==> src/rtl/apb_regfile_slave.sv <==
// apb_regfile_slave: APB CSR bank of NUM_REGS words with configurable wait states and SLVERR.
// Optional byte-strobe writes under macro APB_PSTRB_EN.  Rev 1.0
`default_nettype none

module apb_regfile_slave #(
  parameter int                 A_WIDTH     = 8,
  parameter int                 D_WIDTH     = 8,
  parameter int                 NUM_REGS    = 16,
  parameter int                 WAIT_STATES = 1,
  parameter logic [D_WIDTH-1:0] RESET_VAL   = 'h12
) (
  input  logic               p_clk,
  input  logic               p_rstn,
  input  logic               p_sel,
  input  logic               p_enable,
  input  logic               p_write,
  input  logic [A_WIDTH-1:0] p_addr,
  input  logic [D_WIDTH-1:0] wr_data,
`ifdef APB_PSTRB_EN
  input  logic [D_WIDTH/8-1:0] p_strb,
`endif
  output logic [D_WIDTH-1:0] rd_data,
  output logic               p_ready,
  output logic               p_slverr,
  output logic [1:0]         state
);

  typedef enum logic [1:0] {
    S_IDLE   = 2'd0,
    S_SETUP  = 2'd1,
    S_WPHASE = 2'd2,
    S_RPHASE = 2'd3
  } state_t;

  localparam logic [3:0]       c_wait = 4'(WAIT_STATES);
  localparam logic [A_WIDTH:0] c_num  = (A_WIDTH+1)'(NUM_REGS);

  state_t             r_state;
  logic [3:0]         r_wait_cnt;
  logic [A_WIDTH-1:0] r_addr;
  logic [D_WIDTH-1:0] r_wdata;
  logic [D_WIDTH-1:0] r_rd_data;
  logic [D_WIDTH-1:0] r_mem [NUM_REGS];

  logic               w_in_phase;
  logic               w_ready;
  logic               w_valid;
  logic               w_commit;
  logic [D_WIDTH-1:0] w_wmask;
  logic [D_WIDTH-1:0] w_rd_word;

`ifdef APB_PSTRB_EN
  logic [D_WIDTH/8-1:0] r_strb;

  always_comb begin
    w_wmask = '0;
    for (int i = 0; i < D_WIDTH/8; i++) begin
      w_wmask[i*8 +: 8] = {8{r_strb[i]}};
    end
  end

  always_ff @(posedge p_clk) begin
    if (!p_rstn) begin
      r_strb <= '0;
    end else if (r_state == S_SETUP && p_sel) begin
      r_strb <= p_strb;
    end
  end
`else
  assign w_wmask = '1;
`endif

  assign w_in_phase = (r_state == S_WPHASE) || (r_state == S_RPHASE);
  assign w_ready    = w_in_phase && p_sel && p_enable && (r_wait_cnt == c_wait);
  assign w_valid    = ({1'b0, r_addr} < c_num);
  assign w_commit   = w_ready && (r_state == S_WPHASE) && w_valid;

  assign p_ready  = w_ready;
  assign p_slverr = w_ready && !w_valid;
  assign rd_data  = r_rd_data;
  assign state    = r_state;

  // Read data is sampled from the live bus address as SETUP exits; misses read as zero.
  always_comb begin
    w_rd_word = '0;
    for (int i = 0; i < NUM_REGS; i++) begin
      if (p_addr == A_WIDTH'(i)) begin
        w_rd_word = r_mem[i];
      end
    end
  end

  always_ff @(posedge p_clk) begin
    if (!p_rstn) begin
      r_state    <= S_IDLE;
      r_wait_cnt <= '0;
      r_addr     <= '0;
      r_wdata    <= '0;
      r_rd_data  <= RESET_VAL;
    end else begin
      case (r_state)
        S_IDLE: begin
          if (p_sel) r_state <= S_SETUP;
        end
        S_SETUP: begin
          if (!p_sel) begin
            r_state <= S_IDLE;
          end else begin
            r_addr     <= p_addr;
            r_wdata    <= wr_data;
            r_wait_cnt <= '0;
            if (p_write) begin
              r_state <= S_WPHASE;
            end else begin
              r_state   <= S_RPHASE;
              r_rd_data <= w_rd_word;
            end
          end
        end
        default: begin
          if (!p_sel) begin
            r_state    <= S_IDLE;
            r_wait_cnt <= '0;
          end else if (w_ready) begin
            r_state <= S_SETUP;
          end else if (p_enable && (r_wait_cnt < c_wait)) begin
            r_wait_cnt <= r_wait_cnt + 4'd1;
          end
        end
      endcase
    end
  end

  always_ff @(posedge p_clk) begin
    if (!p_rstn) begin
      for (int i = 0; i < NUM_REGS; i++) r_mem[i] <= RESET_VAL;
    end else begin
      for (int i = 0; i < NUM_REGS; i++) begin
        if (w_commit && (r_addr == A_WIDTH'(i))) begin
          r_mem[i] <= (r_mem[i] & ~w_wmask) | (r_wdata & w_wmask);
        end
      end
    end
  end

endmodule

`default_nettype wire

==> config.mk <==
export PLATFORM = sky130hd
export DESIGN_NAME = apb_regfile_slave
export DESIGN_NICKNAME = d
export VERILOG_FILES = /design/src/rtl/apb_regfile_slave.sv
export SDC_FILE = /design/constraint.sdc
export NUM_CORES = 1
export LEC_CHECK = 0
export BUFFER_PORTS_ARGS = -buffer_cell sky130_fd_sc_hd__buf_2
export CORE_MARGIN = 2
export CORE_UTILIZATION = 52
export CTS_BUF_LIST = sky130_fd_sc_hd__clkbuf_16
export DETAILED_ROUTE_END_ITERATION = 16
export PLACE_DENSITY_LB_ADDON = 0.15
export SYNTH_ARGS = -nofsm -noshare
export SYNTH_HDL_FRONTEND = slang
export SYNTH_SLANG_ARGS = --single-unit
export TNS_END_PERCENT = 50
==> constraint.sdc <==
create_clock -name p_clk -period 3.3 [get_ports p_clk]
set_input_delay 0.66 -clock p_clk [delete_from_list [all_inputs] [get_ports p_clk]]
set_output_delay 0.66 -clock p_clk [all_outputs]
set_load 0.01 [all_outputs]
-- Word level (Yosys, flattened, before mapping)
Memories as Yosys holds them, arrays and structs flattened.
Cells that the tools add are included.
- $add $sub $neg: 1
- reduce and logical (&&, ||, !) cells: 32
- eq/ne operators: 39
- $lt $le $gt $ge: 2
- mux-type cells: 92
- bitwise operators: 18
- operator list (kind ; count):
    $mux 8 ; 32
    $eq 8x4->1 const B ; 16
    $eq 8x3->1 const B ; 8
    $mux 1 ; 50
    $eq 8x2->1 const B ; 4
    $logic_and 1x1->1 ; 23
    $eq 8x1->1 const B ; 2
    $logic_not 8->1 ; 2
    $mux 4 ; 4
    $or 1x1->1 ; 16
    $lt 8x5->1 const B ; 1
    $mux 2 ; 4
    $pmux 4 s2 ; 1
    $add 4x1->4 const B ; 1
    $eq 2x2->1 const B ; 2
    $eq 4x1->1 const B ; 1
    $lt 4x1->1 const B ; 1
    $ne 2x2->1 const B ; 2
    $ne 4x1->1 const B ; 1
    $pmux 2 s2 ; 1
    $reduce_and 2->1 ; 2
    $reduce_and 4->1 ; 1
    $ne 3x1->1 const B ; 1
    $ne 3x2->1 const B ; 1
    other kinds (6) ; 7
- register bits: 30
- memories: 1
- RAM bits: 128
- output and inout bits: 12
- memory list (name ; words ; width ; rd ports ; clocked after memory_dff ; write ports ; line ; source):
    r_mem ; 16 ; 8 ; 16 ; 0 ; 16 ; 43 ; logic [D_WIDTH-1:0] r_mem [NUM_REGS];

-- Longest topological paths before layout
Gate-level depths: netlist of the first run.
- depth after elaboration: 17
- depth in mapped cells: 8

-- Worst setup path after synthesis of the first run
OpenSTA, ideal clock, no wires.
- kind: input to register
- start point: in p_sel
- end point: mem r_mem[12][0] (netlist: r_mem[1][32]), enable pin
- buffers on the path: 1
- slack: 0.821 ns
- stages on the path: 5
- required time: 2.916 ns
- arrival time: 2.095 ns
- cell sequence: buf_2 > and3_1 > nand4_1 > or3_1 > o21ai_0
- RTL lines (what ; line ; source):
    from (decl) ; 14 ; input logic p_sel,
    to (decl) ; 43 ;

==> results.ini, run 1 <==
[status]
run_status=completed

[worst_setup_path]
path_cells=inv_1 -> ha_1 -> and3_1 -> nand4_1 -> or3_4 -> or3_1 -> nand2_1
worstReg2RegEnd=r_mem[0][16]$_SDFFCE_PN0P_
rrSetupSlack_ns=0.67
cp_max_fo=8
cp-end-kind=flop
path_buf_inv=1
r2r-start=r_wait_cnt[1]$_SDFFE_PN0P_
r2r_cells=7
crit_type=flop to flop
slowest_stage=or3_1
arrival_ns=2.73
cp_data_required_time_ns=3.40
startpoint_type=flop
critPathMaxStageDelay_ns=0.50
critPathTopFamily=simple AND/OR/NAND/NOR gates

[power_and_ir_drop]
p_comb_share_pct=6.4
peakVddDrop_uv=334.7
p_per_area_nw_per_um2=550.4
power_mw=4.511
p_int_mw=3.497
seqPwrFrac_pct=49.8
netSwitchingFraction_pct=22.47
power_switching_mw=1.014
p_leak_nw=2.830
p_clk_share_pct=43.8

[finish]
areaGrowthSynthToFinish_pct=13.42
regArea_um2=4444
postLayoutCoreUtil_pct=59.74
fin_area_um2=8195
diodes=0
nets=684
multi_input_area_um2=2521
fillCellCount=1126
fin_cells=853
drive_gt1_share_pct=17.68

[floorplan]
rows=43
initial_core_util_pct=52.67
die_h_um=121.9
core_area_um2=13720
pin_count=33
die_area_um2=14850
fp.dieW_um=121.9

[global_routing]
grt_max_degree=52
first_global_vias=5201
grt-ovfl-total=0
grt_pass1_wl_um=29250
grt_antenna_before_repair=0
track_usage_pct=27.05

[sta]
fin_crit_sh_pct=79.66
slew_violations=0
fmax_ghz=0.3804
finalSetupTns_ns=0
slew_headroom_pct=49.95
worst_hold_slack_ns=0.4646
fin_skew_ns=0.008459
worst_pin_slew_ns=0.7491
worst_slack_ns=0.6711
rsz0062_at_grt=false
finalHoldViolCount=0
setup_violations=0
fin_crit_ns=2.629

[synth]
synth.most_common_cell=edfxtp_1
yosysTopAreaCellShare_pct=53.19
synth_fp_nets=654
synth_seq_cells=158
yosysTopAreaCell=edfxtp_1
syn_area_um2=7226
synth-edff-count=128
synth.avg_cell_area_um2=11.47
yosys-top-cells-count=edfxtp_1 (128), nand2_1 (91), nor2_1 (72), dfxtp_1 (30), clkbuf_1 (25)
syn_inst=630
ys_async_sr_fraction_pct=0
yosysSeqAreaShare_pct=61.51
synth_warnings=0
ys.flop_type=edfxtp_1
synthDistinctLibCells=63
synth_area_leaders=edfxtp_1 (53%), dfxtp_1 (8.3%), nand2_1 (4.7%)

[min_path]
hold_path_end=r_wdata[0]$_SDFFE_PN0P_
worstHoldPathCells=2
hold_path_class=flop to flop
hold_start=r_wdata[0]$_SDFFE_PN0P_

[clock_network]
hold_buffers=0
cts_setup_buffers=0
root_buffer=clkbuf_16
cts_buffers=17
h-tree-depth=4
clk_path_buf_depth=2
cts.repair.resized=0
clkLatencyLatePin_ns=0.43
cts_sinks=158
cts_tree=built
path_clk_slew_ns=0.06

[routing]
drt_iter0_drc=623
first_pass_iters=5
avgRoutedWirePerCell_um=22.15
drc_errors=0
wl_um=18890
vias=5237
ant_nets=0
vias_per_cell=6.140

[placed_design]
dp_slack_ns=0.4766
gp_congestion=0.8940
dpl.cell_count=821
port_buffers=32
post-dp-hpwl_um=12790
postPlaceCellArea_um2=7600

[job]
cap_violations=0

-- worst min-delay path, cell delays in order, from the launching register on --
cell	delay [ns]
dfxtp_1	0.31
nand2_1	0.05
a21boi_0	0.06
-- cell type report --
cell class	count	share of cell area [%]
clock buffers	17	5.191
clock inverters	15	2.076
inverters	17	0.7786
multi-input cells	411	30.76
flip-flops and latches	158	54.23
well taps	180	2.748
repair buffers	55	4.214
-- power groups by stage --
stage | registers (mW) | logic, mW | clock network [mW]
finish | 2.25 | 0.287 | 1.98
global route | 2.25 | 0.311 | 2.07
CTS | 2.25 | 0.284 | 1.99
detailed placement | 2.29 | 0.283 | 0
global placement | 2.29 | 0.277 | 0
floorplan | 2.28 | 0.185 | 0
-- metal layers --
layer  up-vias  global-route usage (%)  wire length (µm)
li1       2371                       -                 -
met1      2554                   37.37              7928
met2       272                   41.62              8894
met3        40                   5.665              1519
met4         0                   11.64               549
met5         -                       0                 0
-- cell families (layout without fill, tap and decap cells) --
kind of cell | after synthesis | in the layout | share of synthesized area [%]
AO/OA/AOI/OAI | 121 | 121 | 11.20
adder cells (fa/ha/maj) | 3 | 3 | 0.5195
buffers and inverters | 61 | 104 | 3.602
flip-flops | 158 | 158 | 61.51
multiplexers | 35 | 35 | 6.390
AND/OR/NAND/NOR | 252 | 252 | 16.78
-- state kept, by name, indices dropped and copies added, names as in the netlist --
name and count:
rd_data 8, r_mem 128, r_addr 8, state 2
r_wdata 8, r_wait_cnt 4
-- worst max path at each step --
| stage | cells after the start | start | endpoint |
|---|---|---|---|
| global placement | 6 | p_enable | r_mem[0][23]$_SDFFCE_PN0P_ |
| detailed placement | 6 | p_enable | r_mem[0][18]$_SDFFCE_PN0P_ |
| CTS | 7 | r_wait_cnt[1]$_SDFFE_PN0P_ | r_mem[0][20]$_SDFFCE_PN1P_ |
| global route | 7 | r_wait_cnt[1]$_SDFFE_PN0P_ | r_mem[0][20]$_SDFFCE_PN1P_ |
| finish | 7 | r_wait_cnt[1]$_SDFFE_PN0P_ | r_mem[0][16]$_SDFFCE_PN0P_ |
| floorplan | 5 | p_sel | r_mem[1][32]$_DFFE_PP_ |
-- cells in the final DEF, fill, tap and decap left out, types with 3 or more instances in the layout --
cell,instances
a21boi_0,17
a21oi_1,20
a22oi_1,6
a31oi_1,14
a32oi_1,4
and2_1,4
and3_1,7
buf_2,32
buf_4,22
bufinv_16,3
clkbuf_16,17
clkinv_2,3
clkinv_4,3
clkinvlp_4,3
dfxtp_1,30
edfxtp_1,128
ha_1,3
inv_1,17
mux2_2,9
mux2i_1,18
mux4_2,8
nand2_1,91
nand2b_1,10
nand3_1,6
nand3b_1,4
nand4_1,4
nor2_1,72
nor2_2,9
nor2b_1,8
nor3_1,12
nor4_1,6
o211ai_1,4
o21ai_0,22
o21ai_1,3
o221ai_1,3
o22ai_1,5
o31ai_1,4
or3_1,3
or4_1,3
Power figures use the tool's default switching activity.
==> run 2, diff against run 1 <==
==> constraint.sdc (replaced) <==
create_clock -name p_clk -period 2.56 [get_ports p_clk]
set_input_delay 0.512 -clock p_clk [delete_from_list [all_inputs] [get_ports p_clk]]
set_output_delay 0.512 -clock p_clk [all_outputs]
set_load 0.01 [all_outputs]
==> run 2 against run 1 <==
  * Global-route usage is 0.92 points lower
  * Critical path depth stayed put
  * Sequential share of layout area is 0.62 points lower
  * Largest cell class unchanged
  * Setup slack worse by 0.42 ns
  * Clock power is 28% higher
  * Sequential cell count stayed put
  * Routed wire length is 4.9% lower
  * Power is 29% higher
  * Sequential power is 28% higher
  * Hold slack worse by 0.14 ns
  * Critical endpoint is now r_mem[0][18]$_SDFFCE_PN0P_
  * First-iteration DRC count is 4.5% higher
  * Clock skew is 0.0023 ns higher
==> results.ini, run 2 (synthesized netlist as in run 1, its figures left out) <==
[status]
run_status=completed

[routing]
wl_um=17960
vias_per_cell=5.986
ant_nets=0
vias=5160
first_pass_iters=5
drt_iter0_drc=651
drc_errors=0
avgRoutedWirePerCell_um=20.84

[job]
cap_violations=0

[power_and_ir_drop]
power_mw=5.810
peakVddDrop_uv=385.3
p_leak_nw=2.879
p_per_area_nw_per_um2=700.8

[sta]
worst_pin_slew_ns=0.5182
slew_violations=0
fin_crit_sh_pct=90.38
finalHoldViolCount=0
fin_skew_ns=0.01073
rsz0062_at_grt=false
slew_headroom_pct=65.41
worst_slack_ns=0.2463
fmax_ghz=0.4322
setup_violations=0
finalSetupTns_ns=0
fin_crit_ns=2.314

[global_routing]
track_usage_pct=26.13
grt_pass1_wl_um=28120
grt_max_degree=57
grt_antenna_before_repair=0
first_global_vias=5003
grt-ovfl-total=0

[finish]
areaGrowthSynthToFinish_pct=14.74
nets=693
drive_gt1_share_pct=18.77
fillCellCount=1092
regMostFlops=r_mem
diodes=0
postLayoutCoreUtil_pct=60.43
fin_cells=862
largest_reg_flops=128
mostFrequentLayoutCell=edfxtp_1
final_cell_mix=edfxtp_1 (128), nand2_1 (91), nor2_1 (72)

[worst_setup_path]
cp_max_fo=8
arrival_ns=2.41
cp-end-kind=flop
cp_data_required_time_ns=2.66
crit_type=flop to flop
critPathMaxStageDelay_ns=0.41
startpoint_type=flop
slowest_stage=or3_4
path_cells=inv_1 -> ha_1 -> and3_1 -> nand4_1 -> or3_4 -> or3_1 -> nand2_1

[clock_network]
clkLatencyLatePin_ns=0.43
cts.repair.resized=0
cts_sinks=158
cts_setup_buffers=0
path_clk_slew_ns=0.06
cts_buffers=17
cts_tree=built
hold_buffers=0
root_buffer=clkbuf_16
h-tree-depth=4
clk_path_buf_depth=2

[placed_design]
gp_congestion=0.9414
post-dp-hpwl_um=12410
dpl.cell_count=830
dp_slack_ns=0.1394
port_buffers=32

[floorplan]
pin_count=33
initial_core_util_pct=52.67
die_h_um=121.9
fp.dieW_um=121.9
die_area_um2=14850
rows=43
core_area_um2=13720

[min_path]
hold_path_class=input pin to flop

==> run 2: stage by stage <==
step / hold WS [ns] / cell area (µm²)
after floorplan: 0.4347 / 7226
after global placement: 0.4512 / 7692
after detailed placement: 0.4500 / 7692
after CTS: 0.3159 / 8290
after global routing: 0.3226 / 8290
final: 0.3269 / 8290
==> run 2: power breakdown <==
part	internal [mW]	switching (mW)	total (mW)
Combinational	0.133	0.241	0.375
Clock	1.53	1.01	2.54
Sequential	2.86	0.0376	2.89
Total	4.52	1.29	5.81
==> run 2: metal layers <==
layer	global-route usage [%]	part of all wire, %
met2	38.48	46
met1	36.85	42
met3	6.835	8.9
met4	11.14	3.1
met5	0	0
==> run 2: final timing paths <==
kind                               from                          to  slack (ns)  cells after the start
max          r_wait_cnt[1]$_SDFFE_PN0P_  r_mem[0][18]$_SDFFCE_PN0P_        0.25                      7
min                          wr_data[7]     r_wdata[7]$_SDFFE_PN0P_        0.33                      3
max reg2reg  r_wait_cnt[1]$_SDFFE_PN0P_  r_mem[0][18]$_SDFFCE_PN0P_        0.25                      7
min reg2reg  r_wait_cnt[3]$_SDFFE_PN0P_  r_wait_cnt[3]$_SDFFE_PN0P_        0.46                      2
==> run 2: layout make-up <==
cell class | instances | area, µm² | share of cell area, %
flip-flops and latches | 158 | 4444 | 53.61
well taps | 180 | 225.2 | 2.717
clock buffers | 17 | 425.4 | 5.131
inverters | 17 | 63.81 | 0.7697
clock inverters | 15 | 172.7 | 2.083
multi-input cells | 411 | 2521 | 30.41
repair buffers | 64 | 437.9 | 5.282
==> run 2: worst max-delay path: cells and delay by family, from the launching register on <==
family / cells / cell delay [ns]
flops: 1 / 0.31
buf+inv: 1 / 0.10
fa+ha+maj: 1 / 0.20
simple gates: 5 / 1.36
